### src/rtl/axil_reg_bridge.sv
// AXI4-Lite slave that turns single-beat reads/writes into one-cycle strobes on a
// simple register-file port. Only one transaction is in flight at a time.
module axil_reg_bridge #(
  parameter int ADDR_WIDTH = 12,
  parameter int DATA_WIDTH = 32,
  parameter int RD_LATENCY = 0
) (
  input  logic                  axil_aclk,
  input  logic                  axil_rst,
  input  logic                  s_axil_awvalid,
  output logic                  s_axil_awready,
  input  logic [31:0]           s_axil_awaddr,
  input  logic                  s_axil_wvalid,
  output logic                  s_axil_wready,
  input  logic [31:0]           s_axil_wdata,
  input  logic [3:0]            s_axil_wstrb,
  output logic                  s_axil_bvalid,
  input  logic                  s_axil_bready,
  output logic [1:0]            s_axil_bresp,
  input  logic                  s_axil_arvalid,
  output logic                  s_axil_arready,
  input  logic [31:0]           s_axil_araddr,
  output logic                  s_axil_rvalid,
  input  logic                  s_axil_rready,
  output logic [31:0]           s_axil_rdata,
  output logic [1:0]            s_axil_rresp,
  output logic                  reg_en,
  output logic                  reg_we,
  output logic [ADDR_WIDTH-1:0] reg_addr,
  output logic [DATA_WIDTH-1:0] reg_din,
  input  logic [DATA_WIDTH-1:0] reg_dout
);

  typedef enum logic [2:0] {
    IDLE    = 3'd0,
    WR_ACC  = 3'd1,
    WR_RESP = 3'd2,
    RD_ACC  = 3'd3,
    RD_WAIT = 3'd4,
    RD_RESP = 3'd5
  } state_t;

  localparam logic [1:0] RESP_OKAY   = 2'b00;
  localparam logic [1:0] RESP_SLVERR = 2'b10;
  localparam logic [1:0] RESP_DECERR = 2'b11;
  localparam int         LAT_M1_I    = (RD_LATENCY > 0) ? (RD_LATENCY - 1) : 0;
  localparam logic [1:0] LAT_M1      = LAT_M1_I[1:0];

  // Any address bit above the word-index field is outside the register file.
  function automatic logic addr_out_of_range(input logic [31:0] addr);
    return (addr >> (ADDR_WIDTH + 2)) != 32'd0;
  endfunction

  state_t                state_r, state_n;
  logic                  aw_lat_r, aw_lat_n, w_lat_r, w_lat_n, ar_lat_r, ar_lat_n;
  logic [ADDR_WIDTH-1:0] aw_idx_r, aw_idx_n, ar_idx_r, ar_idx_n;
  logic                  aw_dec_r, aw_dec_n, ar_dec_r, ar_dec_n;
  logic [DATA_WIDTH-1:0] wdata_r, wdata_n;
  logic [3:0]            wstrb_r, wstrb_n;
  logic                  last_wr_r, last_wr_n;
  logic [1:0]            cnt_r, cnt_n;
  logic                  awready_r, awready_n, wready_r, wready_n, arready_r, arready_n;
  logic                  bvalid_r, bvalid_n, rvalid_r, rvalid_n;
  logic [1:0]            bresp_r, bresp_n, rresp_r, rresp_n;
  logic [31:0]           rdata_r, rdata_n;
  logic                  reg_en_r, reg_en_n, reg_we_r, reg_we_n;
  logic [ADDR_WIDTH-1:0] reg_addr_r, reg_addr_n;
  logic [DATA_WIDTH-1:0] reg_din_r, reg_din_n;
  logic                  aw_hs_s, w_hs_s, ar_hs_s, wr_rdy_s, rd_rdy_s, grant_wr_s, grant_rd_s;

  // Readies are forced low combinationally so none is offered while reset is high.
  assign s_axil_awready = awready_r & ~axil_rst;
  assign s_axil_wready  = wready_r & ~axil_rst;
  assign s_axil_arready = arready_r & ~axil_rst;
  assign s_axil_bvalid  = bvalid_r;
  assign s_axil_bresp   = bresp_r;
  assign s_axil_rvalid  = rvalid_r;
  assign s_axil_rresp   = rresp_r;
  assign s_axil_rdata   = rdata_r;
  assign reg_en         = reg_en_r;
  assign reg_we         = reg_we_r;
  assign reg_addr       = reg_addr_r;
  assign reg_din        = reg_din_r;

  assign aw_hs_s    = s_axil_awvalid & s_axil_awready;
  assign w_hs_s     = s_axil_wvalid & s_axil_wready;
  assign ar_hs_s    = s_axil_arvalid & s_axil_arready;
  assign wr_rdy_s   = aw_lat_r & w_lat_r;
  assign rd_rdy_s   = ar_lat_r;
  // last_wr_r set means the write side was granted last, so a tied read goes first.
  assign grant_wr_s = (state_r == IDLE) & wr_rdy_s & (~rd_rdy_s | ~last_wr_r);
  assign grant_rd_s = (state_r == IDLE) & rd_rdy_s & (~wr_rdy_s | last_wr_r);

  // State, request latches and all registered outputs.
  always_ff @(posedge axil_aclk) begin
    if (axil_rst) begin
      state_r    <= IDLE;
      aw_lat_r   <= 1'b0;
      w_lat_r    <= 1'b0;
      ar_lat_r   <= 1'b0;
      aw_idx_r   <= '0;
      ar_idx_r   <= '0;
      aw_dec_r   <= 1'b0;
      ar_dec_r   <= 1'b0;
      wdata_r    <= '0;
      wstrb_r    <= 4'h0;
      last_wr_r  <= 1'b0;
      cnt_r      <= 2'd0;
      awready_r  <= 1'b0;
      wready_r   <= 1'b0;
      arready_r  <= 1'b0;
      bvalid_r   <= 1'b0;
      bresp_r    <= 2'b00;
      rvalid_r   <= 1'b0;
      rresp_r    <= 2'b00;
      rdata_r    <= 32'd0;
      reg_en_r   <= 1'b0;
      reg_we_r   <= 1'b0;
      reg_addr_r <= '0;
      reg_din_r  <= '0;
    end else begin
      state_r    <= state_n;
      aw_lat_r   <= aw_lat_n;
      w_lat_r    <= w_lat_n;
      ar_lat_r   <= ar_lat_n;
      aw_idx_r   <= aw_idx_n;
      ar_idx_r   <= ar_idx_n;
      aw_dec_r   <= aw_dec_n;
      ar_dec_r   <= ar_dec_n;
      wdata_r    <= wdata_n;
      wstrb_r    <= wstrb_n;
      last_wr_r  <= last_wr_n;
      cnt_r      <= cnt_n;
      awready_r  <= awready_n;
      wready_r   <= wready_n;
      arready_r  <= arready_n;
      bvalid_r   <= bvalid_n;
      bresp_r    <= bresp_n;
      rvalid_r   <= rvalid_n;
      rresp_r    <= rresp_n;
      rdata_r    <= rdata_n;
      reg_en_r   <= reg_en_n;
      reg_we_r   <= reg_we_n;
      reg_addr_r <= reg_addr_n;
      reg_din_r  <= reg_din_n;
    end
  end

  // Next-state, latch capture, arbitration and next output values.
  always_comb begin
    state_n    = state_r;
    aw_lat_n   = aw_lat_r | aw_hs_s;
    w_lat_n    = w_lat_r | w_hs_s;
    ar_lat_n   = ar_lat_r | ar_hs_s;
    aw_idx_n   = aw_idx_r;
    aw_dec_n   = aw_dec_r;
    ar_idx_n   = ar_idx_r;
    ar_dec_n   = ar_dec_r;
    wdata_n    = wdata_r;
    wstrb_n    = wstrb_r;
    last_wr_n  = last_wr_r;
    cnt_n      = cnt_r;
    bvalid_n   = bvalid_r;
    bresp_n    = bresp_r;
    rvalid_n   = rvalid_r;
    rresp_n    = rresp_r;
    rdata_n    = rdata_r;
    reg_en_n   = 1'b0;
    reg_we_n   = 1'b0;
    reg_addr_n = reg_addr_r;
    reg_din_n  = reg_din_r;

    if (aw_hs_s) begin
      aw_idx_n = s_axil_awaddr[ADDR_WIDTH+1:2];
      aw_dec_n = addr_out_of_range(s_axil_awaddr);
    end else begin
      aw_idx_n = aw_idx_r;
    end
    if (w_hs_s) begin
      wdata_n = s_axil_wdata;
      wstrb_n = s_axil_wstrb;
    end else begin
      wdata_n = wdata_r;
    end
    if (ar_hs_s) begin
      ar_idx_n = s_axil_araddr[ADDR_WIDTH+1:2];
      ar_dec_n = addr_out_of_range(s_axil_araddr);
    end else begin
      ar_idx_n = ar_idx_r;
    end

    case (state_r)
      IDLE: begin
        if (grant_wr_s) begin
          aw_lat_n  = 1'b0;
          w_lat_n   = 1'b0;
          last_wr_n = 1'b1;
          if (aw_dec_r) begin
            state_n  = WR_RESP;
            bvalid_n = 1'b1;
            bresp_n  = RESP_DECERR;
          end else if (wstrb_r != 4'hF) begin
            state_n  = WR_RESP;
            bvalid_n = 1'b1;
            bresp_n  = RESP_SLVERR;
          end else begin
            state_n    = WR_ACC;
            reg_en_n   = 1'b1;
            reg_we_n   = 1'b1;
            reg_addr_n = aw_idx_r;
            reg_din_n  = wdata_r;
          end
        end else if (grant_rd_s) begin
          ar_lat_n  = 1'b0;
          last_wr_n = 1'b0;
          if (ar_dec_r) begin
            state_n  = RD_RESP;
            rvalid_n = 1'b1;
            rresp_n  = RESP_DECERR;
            rdata_n  = 32'd0;
          end else begin
            state_n    = RD_ACC;
            reg_en_n   = 1'b1;
            reg_addr_n = ar_idx_r;
          end
        end else begin
          state_n = IDLE;
        end
      end
      WR_ACC: begin
        state_n  = WR_RESP;
        bvalid_n = 1'b1;
        bresp_n  = RESP_OKAY;
      end
      WR_RESP: begin
        if (s_axil_bready) begin
          state_n  = IDLE;
          bvalid_n = 1'b0;
        end else begin
          state_n = WR_RESP;
        end
      end
      RD_ACC: begin
        if (RD_LATENCY == 0) begin
          state_n  = RD_RESP;
          rvalid_n = 1'b1;
          rresp_n  = RESP_OKAY;
          rdata_n  = reg_dout;
        end else begin
          state_n = RD_WAIT;
          cnt_n   = LAT_M1;
        end
      end
      RD_WAIT: begin
        if (cnt_r == 2'd0) begin
          state_n  = RD_RESP;
          rvalid_n = 1'b1;
          rresp_n  = RESP_OKAY;
          rdata_n  = reg_dout;
        end else begin
          cnt_n = cnt_r - 2'd1;
        end
      end
      RD_RESP: begin
        if (s_axil_rready) begin
          state_n  = IDLE;
          rvalid_n = 1'b0;
        end else begin
          state_n = RD_RESP;
        end
      end
      default: begin
        state_n = IDLE;
      end
    endcase

    awready_n = (state_n == IDLE) & ~aw_lat_n;
    wready_n  = (state_n == IDLE) & ~w_lat_n;
    arready_n = (state_n == IDLE) & ~aw_lat_n & ~w_lat_n & ~ar_lat_n;
  end

endmodule
### config.mk
export PLATFORM = sky130hd
export DESIGN_NAME = axil_reg_bridge
export DESIGN_NICKNAME = d
export VERILOG_FILES = /design/src/rtl/axil_reg_bridge.sv
export SDC_FILE = /design/constraint.sdc
export NUM_CORES = 1
export LEC_CHECK = 0
export BUFFER_PORTS_ARGS = -buffer_cell sky130_fd_sc_hd__buf_2
export CORE_ASPECT_RATIO = 0.6
export CORE_MARGIN = 3
export CORE_UTILIZATION = 53
export DETAILED_ROUTE_END_ITERATION = 6
export PLACE_DENSITY_LB_ADDON = 0.3
export SYNTH_ARGS = -nofsm -noshare
export SYNTH_HDL_FRONTEND = slang
export SYNTH_SLANG_ARGS = --single-unit
### constraint.sdc
create_clock -name axil_aclk -period 3.3 [get_ports axil_aclk]
set_input_delay 0.66 -clock axil_aclk [delete_from_list [all_inputs] [get_ports axil_aclk]]
set_output_delay 0.66 -clock axil_aclk [all_outputs]
set_load 0.01 [all_outputs]
==> results of run 1 <==
==> registers in the layout (all words and copies together) (netlist names), 2 cells and up <==
signal,count
reg_din,32
s_axil_rdata,32
wdata_r,32
ar_idx_r,12
aw_idx_r,12
reg_addr,12
wstrb_r,4
state_r,3
cnt_r,2
s_axil_bresp,2
==> worst min-delay path, cell delays in order <==
cell and delay (ps):
sky130_fd_sc_hd__buf_2 70, sky130_fd_sc_hd__nand2_1 30, sky130_fd_sc_hd__o21ai_1 50
==> synthesized netlist by cell type (all sizes together) (4+ instances only) <==
library cell  count
clkbuf           38
nand3b           34
dfxtp           157
inv               4
a211oi           16
nand2           164
buf              19
nor3             13
a21oi            43
nand2b           67
and2              4
nor2b             5
nor4              8
mux2i            12
nor2             28
o21ai            98
==> logic make-up after synthesis <==
family                   Yosys count
AND/OR/NAND/NOR                  335
AO/OA/AOI/OAI                    167
flip-flops                       157
buffers and inverters             62
multiplexers                      12
XOR/XNOR                           1
adder cells (fa/ha/maj)            1
==> per-layer routing <==
| metal | track usage | vias up | routed length (um) |
|---|---|---|---|
| met5 | 0 | - | 0 |
| met4 | 0.0540 | 0 | 84 |
| met3 | 0.0652 | 10 | 916 |
| met2 | 0.339 | 171 | 6670 |
| met1 | 0.308 | 2406 | 7380 |
| li1 | - | 2848 | - |
==> cell type report <==
class / instances / area (sq um)
clock buffer: 17 / 425
clock inverter: 15 / 155
inverter: 5 / 18.8
multi-input combinational: 516 / 2880
tap: 160 / 200
sequential: 157 / 3140
fill: 980 / 3450
timing repair buffer: 228 / 1170
==> worst paths after layout <==
kind,end,start,slack (ps)
max reg2reg,reg_din[18]$_SDFFE_PP0P_,state_r[0]$_SDFF_PP0_,1210
min,wdata_r[25]$_SDFFE_PP0P_,s_axil_wdata[25],450
min reg2reg,reg_din[29]$_SDFFE_PP0P_,reg_din[29]$_SDFFE_PP0P_,450
max,reg_din[18]$_SDFFE_PP0P_,state_r[0]$_SDFF_PP0_,1210
==> through the flow <==
stage | instance area [sq um] | worst slack (ps) | total power [W]
after floorplan | 6310 | 1500 | 0.00231
after global placement | 7420 | 1140 | 0.00247
after detailed placement | 7420 | 1080 | 0.00247
after CTS | 8000 | 1190 | 0.00437
after global routing | 8000 | 1060 | 0.00452
final | 8000 | 1210 | 0.00433
==> where the power goes <==
part	switching (W)	internal (W)
Sequential	0.0000587	0.00199
Combinational	0.000205	0.000180
Clock	0.000834	0.00107
==> results_tabular.tex, run 1 <==
\begin{tabular}{lr}
\hline
Metric & Value \\
\hline
\multicolumn{2}{l}{\textbf{Global routing}} \\
\quad First-pass GRT wire length & 24.1 mm \\
\quad Pin count of the biggest net entering global routing & 80 \\
\quad Antenna violations before repair & 0 \\
\quad Number of global-route vias before repair & 4964 \\
\quad Overall Global Routing Usage & 0.221 \\
\quad Total gr overflow & 0 \\
\multicolumn{2}{l}{\textbf{Final layout}} \\
\quad \# nets final & 1065 \\
\quad Fin cells & 1098 \\
\quad Most frequent cells in the layout & 220 x sky130\_fd\_sc\_hd\_\_buf\_2, 164 x sky130\_fd\_sc\_hd\_\_nand2\_1, 157 x sky130\_fd\_sc\_hd\_\_dfxtp\_1 \\
\quad Most common cell after layout, fill and taps aside & sky130\_fd\_sc\_hd\_\_buf\_2 \\
\quad Fraction of layout instances using a drive strength above 1 & 0.320 \\
\quad Area growth from synthesis to final layout & 26.7\% \\
\quad Number of antenna cells inserted & 0 \\
\quad Utilization of the core after routing & 0.699 \\
\multicolumn{2}{l}{\textbf{STA}} \\
\quad Fin Hold WS & 446 ps \\
\quad Worst Tran Pin Value & 879 ps \\
\quad Total Neg Setup Slack & 0 ps \\
\quad Period utilization & 0.633 \\
\quad Final Hold Viols & 0 \\
\quad Max frequency & 0.479 GHz \\
\quad Max-slew violation count & 0 \\
\quad RSZ-0062 raised after global routing & false \\
\quad Slew HR & 0.414 \\
\quad Finish-stage setup viols & 0 \\
\quad Clock tree skew after final layout & 9.31 ps \\
\quad Time the worst path needs with I/O delays and setup & 2090 ps \\
\multicolumn{2}{l}{\textbf{Synthesis}} \\
\quad Area of the mapped netlist & 0.00631 sq mm \\
\quad Syn nets & 875 \\
\quad YS warnings & 0 \\
\quad Number of flip-flops and latches in the synthesized netlist & 157 \\
\quad Mean cell area of the mapped netlist & 8.58 sq um \\
\quad Xor/xnor cell area share of the yosys netlist & 0.00139 \\
\quad Post-Synth Adder-Cell Area & 0.00198 \\
\quad Largest family of logic cells by synthesized area & simple AND/OR/NAND/NOR gates \\
\quad Cell taking the most area after synthesis & sky130\_fd\_sc\_hd\_\_dfxtp\_1 \\
\quad Proportion of netlist area held by the largest area contributor & 0.498 \\
\quad Most used flip-flop cell after synthesis & sky130\_fd\_sc\_hd\_\_dfxtp\_1 \\
\quad Proportion of register bits with asynchronous set or reset after synthesis & 0 \\
\quad Post-synth EDFFs & 0 \\
\quad Sequential cell area fraction in the yosys report & 0.498 \\
\quad Multiplexer share of the synthesized area & 0.0190 \\
\quad Synth unique cells & 43 \\
\quad Ranking of synthesized cells by area & sky130\_fd\_sc\_hd\_\_dfxtp\_1 50\%, sky130\_fd\_sc\_hd\_\_nand2\_1 9.8\%, sky130\_fd\_sc\_hd\_\_o21ai\_1 7.6\% \\
\quad Simple-gate share of the synthesized area & 0.270 \\
\quad Share of the synthesized area in compound gates (AO/OA/AOI/OAI) & 0.162 \\
\quad Gate Count Post-Synth & 735 \\
\multicolumn{2}{l}{\textbf{Routing}} \\
\quad Drt pass-1 iters & 5 \\
\quad Routed length per placed instance & 13.7 um \\
\quad Count of unresolved DRC violations after routing & 0 \\
\quad DR vias/cell & 4.95 \\
\quad Via count & 5435 \\
\quad Iter 0 DRT Violations & 279 \\
\quad Final routed wirelength across all metal layers & 15.0 mm \\
\quad Number of nets still failing antenna checks after routing & 0 \\
\multicolumn{2}{l}{\textbf{Setup path}} \\
\quad Delay contributed by the slowest stage of the critical path & 470 ps \\
\quad Type of origin of the critical path & flop \\
\quad Arrival @ worst endpoint & 2430 ps \\
\quad Crit path top cell by count & sky130\_fd\_sc\_hd\_\_or3\_4 \\
\quad CP Buf/Inv Count & 0 \\
\quad Endpoint required time on the critical path & 3640 ps \\
\quad Worst setup path category & flop to flop \\
\quad Worst-path cell with the longest stage delay & sky130\_fd\_sc\_hd\_\_dfxtp\_1 \\
\quad Length in cells of the worst reg-to-reg path & 5 \\
\quad Highest net fanout along the worst path & 32 \\
\quad Stages on worst setup path & 5 \\
\quad CP Cell Sequence & or3\_4, or3\_4, nor2\_8, nand2\_1, a21oi\_2 \\
\quad Worst path top cell family by delay & simple AND/OR/NAND/NOR gates \\
\quad Crit. End Element & flop \\
\multicolumn{2}{l}{\textbf{Clock network}} \\
\quad CTS sink count & 157 \\
\quad Clk pin slew, worst setup/hold paths & 70 ps \\
\quad Number of gates resized after cts & 0 \\
\quad H-Tree Depth & 4 \\
\quad Root Buffer Master & sky130\_fd\_sc\_hd\_\_clkbuf\_16 \\
\quad CTS tree & done \\
\quad Number of buffers created by CTS & 17 \\
\quad Post-CTS Setup Bufs & 0 \\
\quad Clk\_lat worst skew & 410 ps \\
\quad Number of buffers on the longest clock path & 2 \\
\quad Hold bufs inserted after CTS & 0 \\
\multicolumn{2}{l}{\textbf{Floorplanning}} \\
\quad Core footprint & 0.0114 sq mm \\
\quad Row Count & 30 \\
\quad Top-level port count & 226 \\
\quad Initial cell density of the core & 0.551 \\
\quad Die outline height & 90.5 um \\
\quad Area of the die & 0.0133 sq mm \\
\quad Overall die width & 147 um \\
\multicolumn{2}{l}{\textbf{Status}} \\
\quad Status & finished, final reports clean \\
\multicolumn{2}{l}{\textbf{Placement}} \\
\quad Port Buf Inserts & 221 \\
\quad Half-perimeter wire length after detailed placement & 10.4 mm \\
\quad Gp weighted congestion & 0.783 \\
\quad Count of placed standard cells including taps & 1066 \\
\multicolumn{2}{l}{\textbf{Worst hold path}} \\
\quad Tightest Hold Check Type & primary input to flop \\
\quad Hold Path Stages & 3 \\
\multicolumn{2}{l}{\textbf{Pwr}} \\
\quad Leak pwr & 3.31 nW \\
\quad Total power divided by cell area & 542 mW/mm\^{}2 \\
\quad Worst supply voltage drop on vdd & 0.367 mV \\
\multicolumn{2}{l}{\textbf{Flow run}} \\
\quad Reported max-cap violation count & 0 \\
\hline
\end{tabular}
Note: power is estimated with default switching activity, not from simulation.
==> run 2: changes to the inputs <==
--- a/config.mk
+++ b/config.mk
@@ -8,7 +8,7 @@
 export BUFFER_PORTS_ARGS = -buffer_cell sky130_fd_sc_hd__buf_2
 export CORE_ASPECT_RATIO = 0.6
 export CORE_MARGIN = 3
-export CORE_UTILIZATION = 53
+export CORE_UTILIZATION = 50
 export DETAILED_ROUTE_END_ITERATION = 6
 export PLACE_DENSITY_LB_ADDON = 0.3
 export SYNTH_ARGS = -nofsm -noshare
==> constraint.sdc (replaced) <==
create_clock -name axil_aclk -period 2 [get_ports axil_aclk]
set_input_delay 0.4 -clock axil_aclk [delete_from_list [all_inputs] [get_ports axil_aclk]]
set_output_delay 0.4 -clock axil_aclk [all_outputs]
set_load 0.01 [all_outputs]
==> run 2 against run 1 <==
- first-iteration DRC count rose by 14%
- maximum frequency rose by 18%
- die area rose by 5.7%
- count of clock-buffer cells in the layout rose by 2
- combinational power rose by 72%
- critical path depth rose by 1
- sequential power rose by 64%
- worst hold slack got worse by 260 ps
- final cell count rose by 1.5%
==> results_tabular.tex, run 2 (synthesis gave the netlist of run 1 again) <==
\begin{tabular}{lr}
\hline
Metric & Value \\
\hline
\multicolumn{2}{l}{\textbf{Status}} \\
\quad Status & finished, final reports clean \\
\multicolumn{2}{l}{\textbf{Global routing}} \\
\quad Met2 GRT Util & 0.324 (-0.0146) \\
\quad Total gr overflow & 0 (unchanged) \\
\quad Met1 demand-to-capacity share in global routing & 0.321 (+0.0122) \\
\quad Pin count of the biggest net entering global routing & 96 (+20\%) \\
\quad Number of global-route vias before repair & 5016 (+1.0\%) \\
\quad Antenna violations before repair & 0 (unchanged) \\
\quad First-pass GRT wire length & 24.6 mm (+2.2\%) \\
\quad Overall Global Routing Usage & 0.218 (-0.00362) \\
\quad M3 GR Usage & 0.0508 (-0.0143) \\
\quad Layer carrying the most global-route usage & met2 \\
\multicolumn{2}{l}{\textbf{Final layout}} \\
\quad Most frequent cells in the layout & 220 x sky130\_fd\_sc\_hd\_\_buf\_2, 164 x sky130\_fd\_sc\_hd\_\_nand2\_1, 157 x sky130\_fd\_sc\_hd\_\_dfxtp\_1 \\
\quad Number of antenna cells inserted & 0 (unchanged) \\
\quad Most common cell after layout, fill and taps aside & sky130\_fd\_sc\_hd\_\_buf\_2 \\
\quad Final non-filler cell area & 0.00819 sq mm (+2.4\%) \\
\quad Fraction of layout instances using a drive strength above 1 & 0.328 (+0.00788) \\
\quad \# nets final & 1076 (+1.0\%) \\
\quad Utilization of the core after routing & 0.672 (-0.0264) \\
\quad Area growth from synthesis to final layout & 29.7\% \\
\quad Final-layout fill cell count & 1008 (+2.9\%) \\
\multicolumn{2}{l}{\textbf{Clock network}} \\
\quad Root Buffer Master & sky130\_fd\_sc\_hd\_\_clkbuf\_16 \\
\quad CTS sink count & 157 (unchanged) \\
\quad Clk pin slew, worst setup/hold paths & 70 ps (about the same) \\
\quad H-Tree Depth & 4 (unchanged) \\
\quad Hold bufs inserted after CTS & 0 (unchanged) \\
\quad Post-CTS Setup Bufs & 0 (unchanged) \\
\quad CTS tree & done \\
\quad Clk\_lat worst skew & 410 ps (about the same) \\
\quad Number of buffers on the longest clock path & 2 (unchanged) \\
\quad Number of buffers created by CTS & 17 (unchanged) \\
\quad Number of gates resized after cts & 0 (unchanged) \\
\multicolumn{2}{l}{\textbf{Floorplanning}} \\
\quad Core footprint & 0.0122 sq mm (+6.4\%) \\
\quad Overall die width & 151 um (+2.8\%) \\
\quad Row Count & 31 (+3.3\%) \\
\quad Die outline height & 93.0 um (+2.8\%) \\
\quad Top-level port count & 226 (unchanged) \\
\quad Initial cell density of the core & 0.518 (-0.0331) \\
\quad Area of the die & 0.0140 sq mm (+5.7\%) \\
\multicolumn{2}{l}{\textbf{Placement}} \\
\quad Gp weighted congestion & 0.817 (+4.3\%) \\
\quad Placement Cell Area & 0.00756 sq mm (+1.9\%) \\
\quad Half-perimeter wire length after detailed placement & 10.8 mm (+3.9\%) \\
\quad Port Buf Inserts & 221 (unchanged) \\
\multicolumn{2}{l}{\textbf{Pwr}} \\
\quad Total power divided by cell area & 908 mW/mm\^{}2 (+68\%) \\
\quad Fraction of power consumed by combinational cells & 0.089 (about the same) \\
\quad Net load switching power & 0.00177 W (+61\%) \\
\quad Share of power burned in the clock network & 0.457 (+0.018) \\
\quad Sequential fraction of design power & 0.454 (-0.019) \\
\quad Switching power share of the total & 0.238 (-0.0152) \\
\quad Leak pwr & 3.41 nW (+3.1\%) \\
\quad Internal portion of total power & 0.00566 W (+75\%) \\
\quad Worst supply voltage drop on vdd & 0.619 mV (+69\%) \\
\multicolumn{2}{l}{\textbf{Routing}} \\
\quad Final routed wirelength across all metal layers & 15.5 mm (+2.9\%) \\
\quad Via count & 5480 (+0.83\%) \\
\quad Count of unresolved DRC violations after routing & 0 (unchanged) \\
\quad Number of nets still failing antenna checks after routing & 0 (unchanged) \\
\quad Drt pass-1 iters & 5 (unchanged) \\
\quad Routed length per placed instance & 13.9 um (+1.4\%) \\
\quad DR vias/cell & 4.92 (-0.62\%) \\
\quad Iter 0 DRT Violations & 318 (+14\%) \\
\multicolumn{2}{l}{\textbf{STA}} \\
\quad Clock tree skew after final layout & 10.2 ps (+0.899 ps) \\
\quad Total Neg Setup Slack & 0 ps (unchanged) \\
\quad Slew HR & 0.714 (+0.300) \\
\quad Time the worst path needs with I/O delays and setup & 1770 ps (-317 ps) \\
\quad Finish-stage setup viols & 0 (unchanged) \\
\quad Period utilization & 0.886 (+0.253) \\
\quad Final Hold Viols & 0 (unchanged) \\
\quad Max-slew violation count & 0 (unchanged) \\
\quad Max frequency & 0.564 GHz (+18\%) \\
\quad Worst Tran Pin Value & 428 ps (-450 ps) \\
\quad RSZ-0062 raised after global routing & false \\
\multicolumn{2}{l}{\textbf{Worst hold path}} \\
\quad Tightest Hold Check Type & primary input to flop \\
\multicolumn{2}{l}{\textbf{Setup path}} \\
\quad Crit. End Element & flop \\
\quad Worst setup path category & flop to flop \\
\quad Worst-path cell with the longest stage delay & sky130\_fd\_sc\_hd\_\_or3\_4 \\
\quad Endpoint required time on the critical path & 2340 ps (-1300 ps) \\
\quad Arrival @ worst endpoint & 2110 ps (-320 ps) \\
\quad Highest net fanout along the worst path & 32 (unchanged) \\
\quad Type of origin of the critical path & flop \\
\quad CP Cell Sequence & or3\_4, or3\_4, nor2\_8, buf\_12, nand2\_1, a21oi\_2 \\
\quad Delay contributed by the slowest stage of the critical path & 440 ps (-30 ps) \\
\quad Crit path top cell by count & sky130\_fd\_sc\_hd\_\_or3\_4 \\
\multicolumn{2}{l}{\textbf{Flow run}} \\
\quad Reported max-cap violation count & 0 (unchanged) \\
\hline
\end{tabular}
==> run 2: changes by cell type in the layout (fill, tap and decap cells not counted), sizes merged <==
cell,previous run,this run
buf,228,239
bufinv,1,3
clkbuf,17,19
inv,12,10
clkinv,5,4
clkinvlp,2,1
==> run 2: per-stage QoR <==
step	power, W	instances	setup slack (ps)	hold slack (ps)
after floorplan	0.00381	735	209	432
after global placement	0.00409	1082	257	443
after detailed placement	0.00410	1082	247	445
after CTS	0.00751	1114	226	170
after global routing	0.00773	1114	150	182
final	0.00743	1114	228	184
==> run 2: layout make-up <==
| type | instances | area [sq um] | share of cell area |
|---|---|---|---|
| flip-flops and latches | 157 | 3140 | 0.384 |
| multi-input cells | 516 | 2880 | 0.352 |
| repair buffers | 239 | 1310 | 0.160 |
| clock buffers | 19 | 453 | 0.0553 |
| well taps | 165 | 206 | 0.0252 |
| clock inverters | 13 | 178 | 0.0217 |
| inverters | 5 | 18.8 | 0.00229 |
==> run 2: worst paths after layout <==
path | startpoint | cells past startpoint | to | slack (ps)
worst max-delay path | state_r[2]$_SDFF_PP0_ | 6 | reg_din[11]$_SDFFE_PP0P_ | 230
worst max register to register | state_r[2]$_SDFF_PP0_ | 6 | reg_din[11]$_SDFFE_PP0P_ | 230
worst min register to register | wdata_r[28]$_SDFFE_PP0P_ | 2 | reg_din[28]$_SDFFE_PP0P_ | 450
worst min-delay path | s_axil_wdata[2] | 3 | wdata_r[2]$_SDFFE_PP0P_ | 180
==> run 2: worst max-delay path: cells and delay by family (launching register included) <==
kind,cells,cell delay [ps]
buf+inv,1,190
simple gates,4,1070
flops,1,310
compound gates,1,130
==> run 2: power by group through the flow <==
stage | Combinational (W) | Sequential, W | Clock, W
finish | 0.000664 | 0.00337 | 0.00340
CTS | 0.000667 | 0.00337 | 0.00348
global route | 0.000745 | 0.00339 | 0.00360
detailed placement | 0.000662 | 0.00344 | 0
floorplan | 0.000388 | 0.00342 | 0
global placement | 0.000656 | 0.00343 | 0
==> run 2: per-layer routing <==
layer / vias to the layer above / part of all wire / wire length, um
met2: 172 / 0.44 / 6770
met1: 2439 / 0.50 / 7680
met4: 0 / 0.0065 / 101
met5: - / 0 / 0
li1: 2861 / - / -
met3: 8 / 0.060 / 936
==> run 3: changes to the inputs <==
--- a/config.mk
+++ b/config.mk
@@ -8,9 +8,10 @@
 export BUFFER_PORTS_ARGS = -buffer_cell sky130_fd_sc_hd__buf_2
 export CORE_ASPECT_RATIO = 0.6
 export CORE_MARGIN = 3
-export CORE_UTILIZATION = 50
+export CORE_UTILIZATION = 26
 export DETAILED_ROUTE_END_ITERATION = 6
 export PLACE_DENSITY_LB_ADDON = 0.3
+export SLEW_MARGIN = 25
 export SYNTH_ARGS = -nofsm -noshare
 export SYNTH_HDL_FRONTEND = slang
 export SYNTH_SLANG_ARGS = --single-unit
==> run 3 against run 2 <==
- critical path depth shrank 1
- worst setup slack lost 130 ps
- maximum frequency is 6.8% lower
- cell area grew 1.8%
- final cell count is 14% higher
- worst hold slack got worse by 5.8 ps
- clock power fell by 7.9%
- sequential cell count unchanged
- combinational power is 5.3% higher
- sequential power about the same
- first-iteration DRC count fell by 15%
- critical path type unchanged
- wire length is 16% higher
==> results_tabular.tex, run 3 (synthesis gave the netlist of run 1 again) <==
\begin{tabular}{lr}
\hline
Metric & Value \\
\hline
\multicolumn{2}{l}{\textbf{Status}} \\
\quad Status & finished, final reports clean \\
\multicolumn{2}{l}{\textbf{Floorplanning}} \\
\quad Core footprint & 0.0235 sq mm (+93\%) \\
\quad Row Count & 43 (+39\%) \\
\quad Area of the die & 0.0262 sq mm (+87\%) \\
\quad Top-level port count & 226 (unchanged) \\
\quad Initial cell density of the core & 0.269 (-0.249) \\
\quad Die outline height & 127 um (+36\%) \\
\quad Overall die width & 207 um (+37\%) \\
\multicolumn{2}{l}{\textbf{Clock network}} \\
\quad Clk pin slew, worst setup/hold paths & 70 ps (about the same) \\
\quad Post-CTS Setup Bufs & 0 (unchanged) \\
\quad Number of buffers on the longest clock path & 2 (unchanged) \\
\quad CTS sink count & 157 (unchanged) \\
\quad Root Buffer Master & sky130\_fd\_sc\_hd\_\_clkbuf\_16 \\
\quad Clk\_lat worst skew & 420 ps (about the same) \\
\quad Hold bufs inserted after CTS & 0 (unchanged) \\
\quad H-Tree Depth & 4 (unchanged) \\
\quad Number of buffers created by CTS & 17 (unchanged) \\
\quad CTS tree & done \\
\quad Number of gates resized after cts & 0 (unchanged) \\
\multicolumn{2}{l}{\textbf{Setup path}} \\
\quad Endpoint required time on the critical path & 2300 ps (-40 ps) \\
\quad Arrival @ worst endpoint & 2200 ps (+90 ps) \\
\quad Worst path top cell family by delay & simple AND/OR/NAND/NOR gates \\
\quad CP Buf/Inv Count & 0 (-1) \\
\quad Highest net fanout along the worst path & 4 (-88\%) \\
\quad Length in cells of the worst reg-to-reg path & 5 (-1) \\
\quad Crit. End Element & flop \\
\quad Stages on worst setup path & 5 (-1) \\
\quad Critical path startpoint & w\_lat\_r\$\_SDFF\_PP0\_ \\
\quad Worst-path cell with the longest stage delay & sky130\_fd\_sc\_hd\_\_dfxtp\_1 \\
\quad Worst setup path category & flop to flop \\
\quad Delay contributed by the slowest stage of the critical path & 400 ps (-40 ps) \\
\quad CP Cell Sequence & and3b\_1, nor2\_1, a221o\_1, nand4bb\_1, nor3\_1 \\
\quad Type of origin of the critical path & flop \\
\quad Startpoint of the worst-slack reg-to-reg timing path & w\_lat\_r\$\_SDFF\_PP0\_ \\
\multicolumn{2}{l}{\textbf{STA}} \\
\quad Worst Setup Slack, final & 97.7 ps (-130 ps) \\
\quad Final Hold Viols & 0 (unchanged) \\
\quad RSZ-0062 raised after global routing & false \\
\quad Period utilization & 0.951 (+0.0650) \\
\quad Finish-stage setup viols & 0 (unchanged) \\
\quad Max-slew violation count & 0 (unchanged) \\
\quad Max frequency & 0.526 GHz (-6.8\%) \\
\quad Time the worst path needs with I/O delays and setup & 1900 ps (+130 ps) \\
\quad Worst Tran Pin Value & 621 ps (+192 ps) \\
\quad Total Neg Setup Slack & 0 ps (unchanged) \\
\quad Fin Hold WS & 179 ps (-5.76 ps) \\
\quad Clock tree skew after final layout & 7.60 ps (-2.61 ps) \\
\quad Slew HR & 0.586 (-0.128) \\
\multicolumn{2}{l}{\textbf{Final layout}} \\
\quad Area growth from synthesis to final layout & 32.1\% \\
\quad Final-layout fill cell count & 2493 (+150\%) \\
\quad Final non-filler cell area & 0.00834 sq mm (+1.8\%) \\
\quad Most common cell after layout, fill and taps aside & sky130\_fd\_sc\_hd\_\_buf\_2 \\
\quad \# nets final & 1077 (+0.093\%) \\
\quad Fraction of layout instances using a drive strength above 1 & 0.324 (-0.00350) \\
\quad Number of antenna cells inserted & 0 (unchanged) \\
\quad Most frequent cells in the layout & 220 x sky130\_fd\_sc\_hd\_\_buf\_2, 164 x sky130\_fd\_sc\_hd\_\_nand2\_1, 157 x sky130\_fd\_sc\_hd\_\_dfxtp\_1 \\
\multicolumn{2}{l}{\textbf{Routing}} \\
\quad Count of unresolved DRC violations after routing & 0 (unchanged) \\
\quad Routed length per placed instance & 14.2 um (+2.0\%) \\
\quad Via count & 5444 (-0.66\%) \\
\quad Number of nets still failing antenna checks after routing & 0 (unchanged) \\
\quad DR vias/cell & 4.30 (-13\%) \\
\quad Iter 0 DRT Violations & 269 (-15\%) \\
\quad Final routed wirelength across all metal layers & 17.9 mm (+16\%) \\
\quad Drt pass-1 iters & 4 (-1) \\
\multicolumn{2}{l}{\textbf{Placement}} \\
\quad Worst setup slack before clock tree synthesis & 184 ps (-62.7 ps) \\
\quad Half-perimeter wire length after detailed placement & 12.8 mm (+18\%) \\
\quad Gp weighted congestion & 0.775 (-5.1\%) \\
\quad Placement Cell Area & 0.00778 sq mm (+2.9\%) \\
\quad Port Buf Inserts & 221 (unchanged) \\
\multicolumn{2}{l}{\textbf{Pwr}} \\
\quad Worst supply voltage drop on vdd & 0.544 mV (-12\%) \\
\quad Leak pwr & 3.38 nW (-0.90\%) \\
\quad Total power consumption of the routed design & 0.00720 W (-3.2\%) \\
\quad Total power divided by cell area & 863 mW/mm\^{}2 (-4.9\%) \\
\multicolumn{2}{l}{\textbf{Global routing}} \\
\quad Pin count of the biggest net entering global routing & 90 (-6.3\%) \\
\quad Total gr overflow & 0 (unchanged) \\
\quad Antenna violations before repair & 0 (unchanged) \\
\quad First-pass GRT wire length & 28.9 mm (+18\%) \\
\quad Number of global-route vias before repair & 5374 (+7.1\%) \\
\quad Overall Global Routing Usage & 0.138 (-0.0799) \\
\multicolumn{2}{l}{\textbf{Flow run}} \\
\quad Reported max-cap violation count & 0 (unchanged) \\
\multicolumn{2}{l}{\textbf{Worst hold path}} \\
\quad Start point of the worst min-delay path & s\_axil\_araddr[6] \\
\quad Tightest Hold Check Type & primary input to flop \\
\quad Hold Path Stages & 3 (unchanged) \\
\hline
\end{tabular}
## run 3: worst paths after layout
check / endpoint / slack [ps]
hold / removal: ar_idx_r[4]$_SDFFE_PP0P_ / 180
setup reg to reg: arready_r$_SDFF_PP0_ / 100
hold reg to reg: reg_din[28]$_SDFFE_PP0P_ / 460
setup / recovery: arready_r$_SDFF_PP0_ / 100
## run 3: power breakdown
| part | internal [W] | total [W] | switching (W) |
|---|---|---|---|
| Sequential | 0.00328 | 0.00337 | 0.0000825 |
| Combinational | 0.000320 | 0.000699 | 0.000380 |
| Clock | 0.00183 | 0.00313 | 0.00130 |
| Total | 0.00544 | 0.00720 | 0.00176 |
## run 3: through the flow
stage,util,cells
CTS,0.355,1265
global route,0.355,1265
floorplan,-,735
detailed placement,0.332,1233
global placement,0.332,1233
finish,0.355,1265
## run 3: cell type report
| class | instances | area, sq um | area share |
|---|---|---|---|
| Sequential cell | 157 | 3140 | 0.377 |
| Multi-Input combinational cell | 516 | 2880 | 0.346 |
| Timing Repair Buffer | 240 | 1340 | 0.161 |
| Clock buffer | 21 | 440 | 0.0528 |
| Tap cell | 315 | 394 | 0.0473 |
| Clock inverter | 11 | 120 | 0.0144 |
| Inverter | 5 | 18.8 | 0.00225 |
## run 3: per-layer routing
| metal | share of wire | GRT usage | up-vias | routed length, um |
|---|---|---|---|---|
| li1 | - | - | 2855 | - |
| met3 | 0.072 | 0.0499 | 9 | 1290 |
| met2 | 0.40 | 0.191 | 172 | 7090 |
| met5 | 0 | 0 | - | 0 |
| met1 | 0.53 | 0.202 | 2408 | 9430 |
| met4 | 0.0074 | 0.0311 | 0 | 133 |
## run 3: worst register-to-register path, stage by stage (launching register included)
cell,delay [ps]
sky130_fd_sc_hd__dfxtp_1,400
sky130_fd_sc_hd__and3b_1,280
sky130_fd_sc_hd__nor2_1,110
sky130_fd_sc_hd__a221o_1,330
sky130_fd_sc_hd__nand4bb_1,300
sky130_fd_sc_hd__nor3_1,360
